$ cat config.mk
export PLATFORM = sky130hd
export DESIGN_NAME = execute_mc_flat
export DESIGN_NICKNAME = d
export VERILOG_FILES = /design/src/rtl/execute_mc_if.sv /design/src/rtl/execute_mc.sv /design/src/flat_wrapper.sv
export SDC_FILE = /design/constraint.sdc
export NUM_CORES = 1
export LEC_CHECK = 0
export BUFFER_PORTS_ARGS = -buffer_cell sky130_fd_sc_hd__clkbuf_2
export CAP_MARGIN = 10
export CORE_ASPECT_RATIO = 1.5
export CORE_MARGIN = 2
export CORE_UTILIZATION = 45
export CTS_CLUSTER_DIAMETER = 80
export CTS_CLUSTER_SIZE = 12
export DETAILED_ROUTE_END_ITERATION = 6
export PLACE_DENSITY = 0.66
export SKIP_CTS_REPAIR_TIMING = 1
export SLEW_MARGIN = 15
export SYNTH_ARGS = -nofsm -noshare
export SYNTH_HDL_FRONTEND = slang
export SYNTH_SLANG_ARGS = --single-unit
$ cat constraint.sdc
create_clock -name req -period 4.3 [get_ports req]
set_input_delay 0.215 -clock req [delete_from_list [all_inputs] [get_ports req]]
set_output_delay 0.215 -clock req [all_outputs]
set_load 0.05 [all_outputs]
$ cat src/rtl/execute_mc_if.sv
// Handshake and operand/result bundle for execute_mc.
// slave = execute stage, master = decode / downstream driver.
interface execute_mc_if #(
  parameter int XLEN = 32,
  parameter int RA_W = 5
);
  logic            stall_in;
  logic            flush_in;
  logic            valid_in;
  logic            ready_out;
  logic [6:0]      opcode_in;
  logic [2:0]      funct3_in;
  logic [6:0]      funct7_in;
  logic [XLEN-1:0] rs1_value_in;
  logic [XLEN-1:0] rs2_value_in;
  logic [XLEN-1:0] imm_value_in;
  logic [XLEN-1:0] pc_in;
  logic [RA_W-1:0] rd_in;
  logic            valid_out;
  logic            rd_write;
  logic [RA_W-1:0] rd_out;
  logic [XLEN-1:0] result_out;
  logic [XLEN-1:0] lsu_addr_out;
  logic            branch_taken_out;
  logic [XLEN-1:0] branch_pc_out;
  logic            busy_out;

  modport slave (
    input  stall_in, flush_in, valid_in,
    input  opcode_in, funct3_in, funct7_in,
    input  rs1_value_in, rs2_value_in,
    input  imm_value_in, pc_in, rd_in,
    output ready_out, valid_out, rd_write,
    output rd_out, result_out, lsu_addr_out,
    output branch_taken_out, branch_pc_out,
    output busy_out
  );

  modport master (
    output stall_in, flush_in, valid_in,
    output opcode_in, funct3_in, funct7_in,
    output rs1_value_in, rs2_value_in,
    output imm_value_in, pc_in, rd_in,
    input  ready_out, valid_out, rd_write,
    input  rd_out, result_out, lsu_addr_out,
    input  branch_taken_out, branch_pc_out,
    input  busy_out
  );
endinterface

$ cat src/rtl/execute_mc.sv
// Multi-cycle execute stage: 1-cycle ALU/branch path,
// iterative shift-add MUL (low half), valid/ready + flush.
module execute_mc #(
  parameter int XLEN   = 32,
  parameter bit MUL_EN = 1'b1,
  parameter int RA_W   = 5
) (
  input logic         req,
  input logic         rst,
  execute_mc_if.slave io
);
  localparam int CW = $clog2(XLEN);
  localparam logic [CW-1:0] CNT_LAST = CW'(XLEN - 1);

  localparam logic [6:0] OPC_LUI   = 7'b0110111;
  localparam logic [6:0] OPC_AUIPC = 7'b0010111;
  localparam logic [6:0] OPC_JAL   = 7'b1101111;
  localparam logic [6:0] OPC_JALR  = 7'b1100111;
  localparam logic [6:0] OPC_BR    = 7'b1100011;
  localparam logic [6:0] OPC_LOAD  = 7'b0000011;
  localparam logic [6:0] OPC_STORE = 7'b0100011;
  localparam logic [6:0] OPC_OPIMM = 7'b0010011;
  localparam logic [6:0] OPC_OP    = 7'b0110011;

  typedef enum logic {
    S_IDLE,
    S_MUL
  } state_e;

  state_e          state_q, state_d;
  logic [CW-1:0]   cnt_q, cnt_d;
  logic [XLEN-1:0] acc_q, acc_d;
  logic [XLEN-1:0] mcand_q, mcand_d;
  logic [XLEN-1:0] mplier_q, mplier_d;
  logic            valid_q, valid_d;
  logic            wr_q, wr_d;
  logic [RA_W-1:0] rd_q, rd_d;
  logic [XLEN-1:0] res_q, res_d;
  logic [XLEN-1:0] lsu_q, lsu_d;
  logic            tk_q, tk_d;
  logic [XLEN-1:0] bpc_q, bpc_d;

  logic [6:0]      opc;
  logic [2:0]      f3;
  logic [6:0]      f7;
  logic [XLEN-1:0] rs1, rs2, imm, pc;
  logic [XLEN-1:0] op_b, pc4, pcimm, addr;
  logic [CW-1:0]   shamt;
  logic            is_lui, is_auipc, is_jal, is_jalr;
  logic            is_br, is_load, is_store;
  logic            is_opimm, is_op, is_mul;
  logic            ready, accept, br_cond, wrk;
  logic [XLEN-1:0] alu_res, res_c, bpc_c, acc_nx;
  logic            wr_c, tk_c;

  assign opc = io.opcode_in;
  assign f3  = io.funct3_in;
  assign f7  = io.funct7_in;
  assign rs1 = io.rs1_value_in;
  assign rs2 = io.rs2_value_in;
  assign imm = io.imm_value_in;
  assign pc  = io.pc_in;

  assign is_lui   = (opc == OPC_LUI);
  assign is_auipc = (opc == OPC_AUIPC);
  assign is_jal   = (opc == OPC_JAL);
  assign is_jalr  = (opc == OPC_JALR);
  assign is_br    = (opc == OPC_BR);
  assign is_load  = (opc == OPC_LOAD);
  assign is_store = (opc == OPC_STORE);
  assign is_opimm = (opc == OPC_OPIMM);
  assign is_op    = (opc == OPC_OP);
  assign is_mul   = MUL_EN && is_op &&
                    (f7 == 7'b0000001) &&
                    (f3 == 3'b000);

  assign op_b  = is_op ? rs2 : imm;
  assign shamt = op_b[CW-1:0];
  assign pc4   = pc + XLEN'(4);
  assign pcimm = pc + imm;
  assign addr  = rs1 + imm;

  assign ready  = (state_q == S_IDLE) && !io.stall_in &&
                  !io.flush_in && !rst;
  assign accept = io.valid_in && ready;
  assign acc_nx = acc_q + (mplier_q[0] ? mcand_q : '0);

  always_comb begin
    alu_res = '0;
    case (f3)
      3'b000: alu_res = (is_op && f7[5]) ? rs1 - op_b
                                         : rs1 + op_b;
      3'b001: alu_res = rs1 << shamt;
      3'b010: alu_res = XLEN'($signed(rs1) < $signed(op_b));
      3'b011: alu_res = XLEN'(rs1 < op_b);
      3'b100: alu_res = rs1 ^ op_b;
      3'b101: alu_res = f7[5] ? XLEN'($signed(rs1) >>> shamt)
                              : rs1 >> shamt;
      3'b110: alu_res = rs1 | op_b;
      default: alu_res = rs1 & op_b;
    endcase
  end

  always_comb begin
    br_cond = 1'b0;
    case (f3)
      3'b000: br_cond = (rs1 == rs2);
      3'b001: br_cond = (rs1 != rs2);
      3'b100: br_cond = ($signed(rs1) < $signed(rs2));
      3'b101: br_cond = ($signed(rs1) >= $signed(rs2));
      3'b110: br_cond = (rs1 < rs2);
      3'b111: br_cond = (rs1 >= rs2);
      default: br_cond = 1'b0;
    endcase
  end

  // bpc defaults to fall-through so a not-taken branch reads pc+4
  always_comb begin
    res_c = '0;
    wrk   = 1'b0;
    tk_c  = 1'b0;
    bpc_c = pc4;
    unique case (1'b1)
      is_lui: begin
        res_c = imm;
        wrk   = 1'b1;
      end
      is_auipc: begin
        res_c = pcimm;
        wrk   = 1'b1;
      end
      is_jal: begin
        res_c = pc4;
        wrk   = 1'b1;
        tk_c  = 1'b1;
        bpc_c = pcimm;
      end
      is_jalr: begin
        res_c = pc4;
        wrk   = 1'b1;
        tk_c  = 1'b1;
        bpc_c = {addr[XLEN-1:1], 1'b0};
      end
      is_br: begin
        tk_c  = br_cond;
        bpc_c = br_cond ? pcimm : pc4;
      end
      is_load: begin
        res_c = addr;
        wrk   = 1'b1;
      end
      is_store: res_c = addr;
      is_op, is_opimm: begin
        res_c = alu_res;
        wrk   = 1'b1;
      end
      default: ;
    endcase
  end

  assign wr_c = wrk && (io.rd_in != '0);

  always_comb begin
    state_d  = state_q;
    cnt_d    = cnt_q;
    acc_d    = acc_q;
    mcand_d  = mcand_q;
    mplier_d = mplier_q;
    valid_d  = valid_q;
    wr_d     = wr_q;
    rd_d     = rd_q;
    res_d    = res_q;
    lsu_d    = lsu_q;
    tk_d     = tk_q;
    bpc_d    = bpc_q;
    if (io.flush_in) begin
      valid_d = 1'b0;
      wr_d    = 1'b0;
      tk_d    = 1'b0;
      state_d = S_IDLE;
    end else if (!io.stall_in) begin
      valid_d = 1'b0;
      wr_d    = 1'b0;
      tk_d    = 1'b0;
      if (state_q == S_MUL) begin
        acc_d    = acc_nx;
        mcand_d  = mcand_q << 1;
        mplier_d = mplier_q >> 1;
        cnt_d    = cnt_q + CW'(1);
        if (cnt_q == CNT_LAST) begin
          res_d   = acc_nx;
          valid_d = 1'b1;
          wr_d    = (rd_q != '0);
          state_d = S_IDLE;
        end
      end else if (accept) begin
        rd_d = io.rd_in;
        if (is_mul) begin
          mcand_d  = rs1;
          mplier_d = rs2;
          acc_d    = '0;
          cnt_d    = '0;
          state_d  = S_MUL;
        end else begin
          valid_d = 1'b1;
          wr_d    = wr_c;
          res_d   = res_c;
          lsu_d   = addr;
          tk_d    = tk_c;
          bpc_d   = bpc_c;
        end
      end
    end
  end

  always_ff @(posedge req) begin
    if (rst) begin
      state_q  <= S_IDLE;
      cnt_q    <= '0;
      acc_q    <= '0;
      mcand_q  <= '0;
      mplier_q <= '0;
      valid_q  <= 1'b0;
      wr_q     <= 1'b0;
      rd_q     <= '0;
      res_q    <= '0;
      lsu_q    <= '0;
      tk_q     <= 1'b0;
      bpc_q    <= '0;
    end else begin
      state_q  <= state_d;
      cnt_q    <= cnt_d;
      acc_q    <= acc_d;
      mcand_q  <= mcand_d;
      mplier_q <= mplier_d;
      valid_q  <= valid_d;
      wr_q     <= wr_d;
      rd_q     <= rd_d;
      res_q    <= res_d;
      lsu_q    <= lsu_d;
      tk_q     <= tk_d;
      bpc_q    <= bpc_d;
    end
  end

  assign io.ready_out        = ready;
  assign io.busy_out         = (state_q == S_MUL);
  assign io.valid_out        = valid_q;
  assign io.rd_write         = wr_q;
  assign io.rd_out           = rd_q;
  assign io.result_out       = res_q;
  assign io.lsu_addr_out     = lsu_q;
  assign io.branch_taken_out = tk_q;
  assign io.branch_pc_out    = bpc_q;
endmodule

$ cat src/flat_wrapper.sv
// flat-port wrapper written by rule: the top's interface ports become plain ports
module execute_mc_flat 
#(
  parameter int XLEN   = 32,
  parameter bit MUL_EN = 1'b1,
  parameter int RA_W   = 5
)
  (req, rst, io_stall_in, io_flush_in, io_valid_in, io_opcode_in, io_funct3_in, io_funct7_in, io_rs1_value_in, io_rs2_value_in, io_imm_value_in, io_pc_in, io_rd_in, io_ready_out, io_valid_out, io_rd_write, io_rd_out, io_result_out, io_lsu_addr_out, io_branch_taken_out, io_branch_pc_out, io_busy_out);
  execute_mc_if #(.XLEN(XLEN), .RA_W(RA_W)) io_i ();
  input logic req;
  input logic rst;
  input wire logic [$bits(io_i.stall_in)-1:0] io_stall_in;
  input wire logic [$bits(io_i.flush_in)-1:0] io_flush_in;
  input wire logic [$bits(io_i.valid_in)-1:0] io_valid_in;
  input wire logic [$bits(io_i.opcode_in)-1:0] io_opcode_in;
  input wire logic [$bits(io_i.funct3_in)-1:0] io_funct3_in;
  input wire logic [$bits(io_i.funct7_in)-1:0] io_funct7_in;
  input wire logic [$bits(io_i.rs1_value_in)-1:0] io_rs1_value_in;
  input wire logic [$bits(io_i.rs2_value_in)-1:0] io_rs2_value_in;
  input wire logic [$bits(io_i.imm_value_in)-1:0] io_imm_value_in;
  input wire logic [$bits(io_i.pc_in)-1:0] io_pc_in;
  input wire logic [$bits(io_i.rd_in)-1:0] io_rd_in;
  output wire logic [$bits(io_i.ready_out)-1:0] io_ready_out;
  output wire logic [$bits(io_i.valid_out)-1:0] io_valid_out;
  output wire logic [$bits(io_i.rd_write)-1:0] io_rd_write;
  output wire logic [$bits(io_i.rd_out)-1:0] io_rd_out;
  output wire logic [$bits(io_i.result_out)-1:0] io_result_out;
  output wire logic [$bits(io_i.lsu_addr_out)-1:0] io_lsu_addr_out;
  output wire logic [$bits(io_i.branch_taken_out)-1:0] io_branch_taken_out;
  output wire logic [$bits(io_i.branch_pc_out)-1:0] io_branch_pc_out;
  output wire logic [$bits(io_i.busy_out)-1:0] io_busy_out;
  assign io_i.stall_in = io_stall_in;
  assign io_i.flush_in = io_flush_in;
  assign io_i.valid_in = io_valid_in;
  assign io_i.opcode_in = io_opcode_in;
  assign io_i.funct3_in = io_funct3_in;
  assign io_i.funct7_in = io_funct7_in;
  assign io_i.rs1_value_in = io_rs1_value_in;
  assign io_i.rs2_value_in = io_rs2_value_in;
  assign io_i.imm_value_in = io_imm_value_in;
  assign io_i.pc_in = io_pc_in;
  assign io_i.rd_in = io_rd_in;
  assign io_ready_out = io_i.ready_out;
  assign io_valid_out = io_i.valid_out;
  assign io_rd_write = io_i.rd_write;
  assign io_rd_out = io_i.rd_out;
  assign io_result_out = io_i.result_out;
  assign io_lsu_addr_out = io_i.lsu_addr_out;
  assign io_branch_taken_out = io_i.branch_taken_out;
  assign io_branch_pc_out = io_i.branch_pc_out;
  assign io_busy_out = io_i.busy_out;
  execute_mc #(.XLEN(XLEN), .MUL_EN(MUL_EN), .RA_W(RA_W)) u_core (.req(req), .rst(rst), .io(io_i));
endmodule
==> summary.md <==
| Metric | Value |
|---|---|
| Outcome | finished, violations left |
| Violated checks | negative hold slack |
| Fillers | 5932 |
| Share of layout cells above drive strength 1 | 22.0% |
| Final Power | 7.28 mW |
| Via count of the first global-routing pass | 31700 |
| Area growth from synthesis to layout | 22.3% |
| Die Wd | 201 um |
| Post-Syn Area | 26200 sq um |
| Total core area | 57700 sq um |
| Synth Area in Adders | 10.7% |
| Register bit total from synthesis | 206 |
| Final Non-Filler Cells | 4952 |
| Minimum clock period | 4.16 ns |
| Max Slew Vio Count | 0 |
| Peak Freq | 240 MHz |
| Average wire per cell in the routed design | 31.7 um |
| Cells after DPL | 4898 |
| Largest net degree at the start of global routing | 139 |
| Routed Antenna Nets | 0 |
| Cell variety after synth | 111 |
| Post-route DRC | 0 |
| Max Cap Viol | 0 |
| Actual slew at the worst max-slew pin | 1.25 ns |
| Endpoints failing hold | 4 |
| Fin crit share | 96.8% |
| Nets | 4537 |
| CP peak stage delay | 0.65 ns |
| RSZ-0062 raised after global routing | no |
| Sequential fraction of the synthesis area | 15.7% |
| Final Wtd Congestion | 1.16 |
| Number of flops mapped to enable cells by yosys | 0 |
| Pre-antenna DRT Iters | 6 |
| CP max FO | 23 |
| Vias per cell | 6.73 |
| Multi-input gate area | 20500 sq um |
| Synth Instances | 3627 |
| Row count | 108 |
| CP bufs+invs | 2 |
| Syn avg cell area | 7.23 sq um |
| TritonCTS clock tree | built |
| Starting Density | 45.5% |
| Required time worst endpoint | 4.78 ns |
| Initial antenna violation count | 13 |
| Worst hold slack | -0.0110 ns |
| Grt total ovfl | 0 |
| PD cells | 227 nW/um^2 |
| Design area | 32100 sq um |
| Clock Latency Late Sink | 0.56 ns |
| GRT Overall Usage | 50.4% |
| CTS clock-pin slew for the worst setup and hold paths | 0.07 ns |
| Cell family with most CP delay | simple AND/OR/NAND/NOR gates |
| Placed Area | 31300 sq um |
| Critical-path cell list | clkbuf_2 > and4bb_2 > nand2_2 > buf_12 > a21o_1 > ha_1 > o211ai_1 > a211oi_1 > o311ai_2 > nand4_1 > nand3_2 > a21oi_2 > a2111oi_1 > or4b_2 > mux2_4 > a211oi_2 |
| DRT Wirelength | 157000 um |
| Via count | 33300 |
| Synth Area in Simple Gates | 21.1% |
| Crit path launch type | input pin |
| Main combinational cell family by area after synthesis | compound AO/OA/AOI/OAI gates |
| CTS Buf Count | 23 |
| Die area | 60300 sq um |
| WP data arrival | 4.64 ns |
| XOR/XNOR Fraction of Synth Area | 5.01% |
| Worst hold path type | input pin to flip-flop |
| Die height | 300 um |
| Iteration-0 DRC Markers | 3974 |
| Global-route wire length before repair | 221000 um |
| Critical Path Slowest Stage Cell | or4b_2 |
| Mux cell area share after synthesis | 8.19% |
| Max rail drop VDD | 0.302 mV |
| Clock sink count | 206 |
| Post-Route Utilization | 55.6% |
| Clock Tree Buf Depth | 3 |
| Root buf cell | clkbuf_16 |
| Post-DP HPWL | 126000 um |
| Syn. warnings | 0 |
| Compound-Gate Fraction of Synth Area | 32.7% |
| IO Pins | 261 |
| Final setup fails | 0 |
| Setup CP Type | input pin to flip-flop |
| PortBufs | 260 |
| Ys flop type | dfxtp_1 |
| Reg area | 4130 sq um |
| Setup Skew | 0.0143 ns |
| FFs w/ async S/R, synth | 0% |
| Syn nets | 4005 |
| H-tree Lvls | 1 |
| Critical path capture point type | flip-flop |
| Leakage power | 13.9 nW |
| Slew HR | 16.7% |
-- state kept, by name, summed over array words and instances (netlist names), 5 cells and up --
| name | cells |
|---|---|
| u_core.acc_q | 32 |
| u_core.io.branch_pc_out | 32 |
| u_core.io.lsu_addr_out | 32 |
| u_core.io.result_out | 32 |
| u_core.mcand_q | 32 |
| u_core.mplier_q | 32 |
| u_core.cnt_q | 5 |
| u_core.io.rd_out | 5 |
-- per-layer routing --
metal | vias up | routed length [um] | track usage (%)
met2 | 2266 | 67400 | 78.1
met1 | 15700 | 53200 | 53.7
li1 | 14600 | - | -
met5 | - | 13 | 0
met4 | 2 | 20200 | 53.6
met3 | 822 | 16000 | 13.7
-- synthesized netlist by cell type, types with 22 or more instances --
cell,number,area (sq um)
nand2_1,381,1430
a21oi_1,369,1850
nor2_1,350,1310
ha_1,219,2740
dfxtp_1,206,4120
o21ai_0,195,976
clkbuf_1,157,589
inv_1,156,586
a211oi_1,127,953
nand3_1,126,631
mux2i_1,109,1090
a21o_1,107,803
xnor2_1,98,858
nor3_1,64,320
o211ai_1,57,428
buf_2,56,280
and2_1,55,344
a31oi_1,52,325
xor2_1,52,455
mux4_2,37,833
nand2b_1,36,225
a221oi_1,35,307
nand4_1,31,194
or3_1,29,181
o21bai_1,24,180
o31ai_1,22,165
-- cell families after synthesis --
family | count (synthesis)
AND/OR/NAND/NOR | 1196
AO/OA/AOI/OAI | 1278
buffers and inverters | 410
multiplexers | 164
XOR/XNOR | 150
flip-flops | 206
adder cells (fa/ha/maj) | 223
-- report_power, final --
part	total [mW]	switching, mW	internal, mW
Sequential	1.95	0.0189	1.93
Clock	1.93	0.889	1.04
Combinational	3.39	2.18	1.22
Total	7.28	3.08	4.20
-- tightest hold or removal path: stages --
cell      delay, ns
clkbuf_2       0.09
mux2i_1        0.12
a211oi_1       0.08
-- layout by cell type (no fill, tap or decap), drive strengths merged, types with 107 or more instances in the layout --
| cell | synthesis | layout |
|---|---|---|
| dfxtp | 206 | 206 |
| a21oi | 370 | 370 |
| o21ai | 210 | 210 |
| clkbuf | 158 | 284 |
| mux2i | 111 | 111 |
| nand3 | 130 | 130 |
| a21o | 107 | 107 |
| ha | 219 | 219 |
| a211oi | 131 | 131 |
| nand2 | 384 | 384 |
| buf | 92 | 492 |
| nor2 | 354 | 354 |
| inv | 159 | 162 |
-- metrics by stage --
stage	TNS [ns]	worst slack, ns
finish	0	0.137
global route	0	0.00119
CTS	0	0.226
detailed placement	-0.402	-0.312
global placement	-0.304	-0.221
floorplan	-0.0255	-0.0255
-- layout make-up --
| type | count | share of cell area, % |
|---|---|---|
| multi-input cells | 3011 | 63.9 |
| repair buffers | 757 | 16.2 |
| flip-flops and latches | 206 | 12.9 |
| well taps | 770 | 3.00 |
| inverters | 160 | 1.87 |
| clock buffers | 25 | 1.85 |
| clock inverters | 7 | 0.238 |
| diodes | 16 | 0.125 |
-- final timing paths --
| check | startpoint | endpoint | cells after the start | slack, ns |
|---|---|---|---|---|
| hold / removal | io_rs2_value_in[22] | u_core.mplier_q[22] | 3 | -0.01 |
| hold reg to reg | u_core.io.lsu_addr_out[12] | u_core.io.lsu_addr_out[12] | 2 | 0.45 |
| setup reg to reg | u_core.mplier_q[0] | u_core.io.result_out[30] | 14 | 0.20 |
| setup / recovery | io_opcode_in[3] | u_core.io.result_out[29] | 16 | 0.14 |
Power figures use the tool's default switching activity.
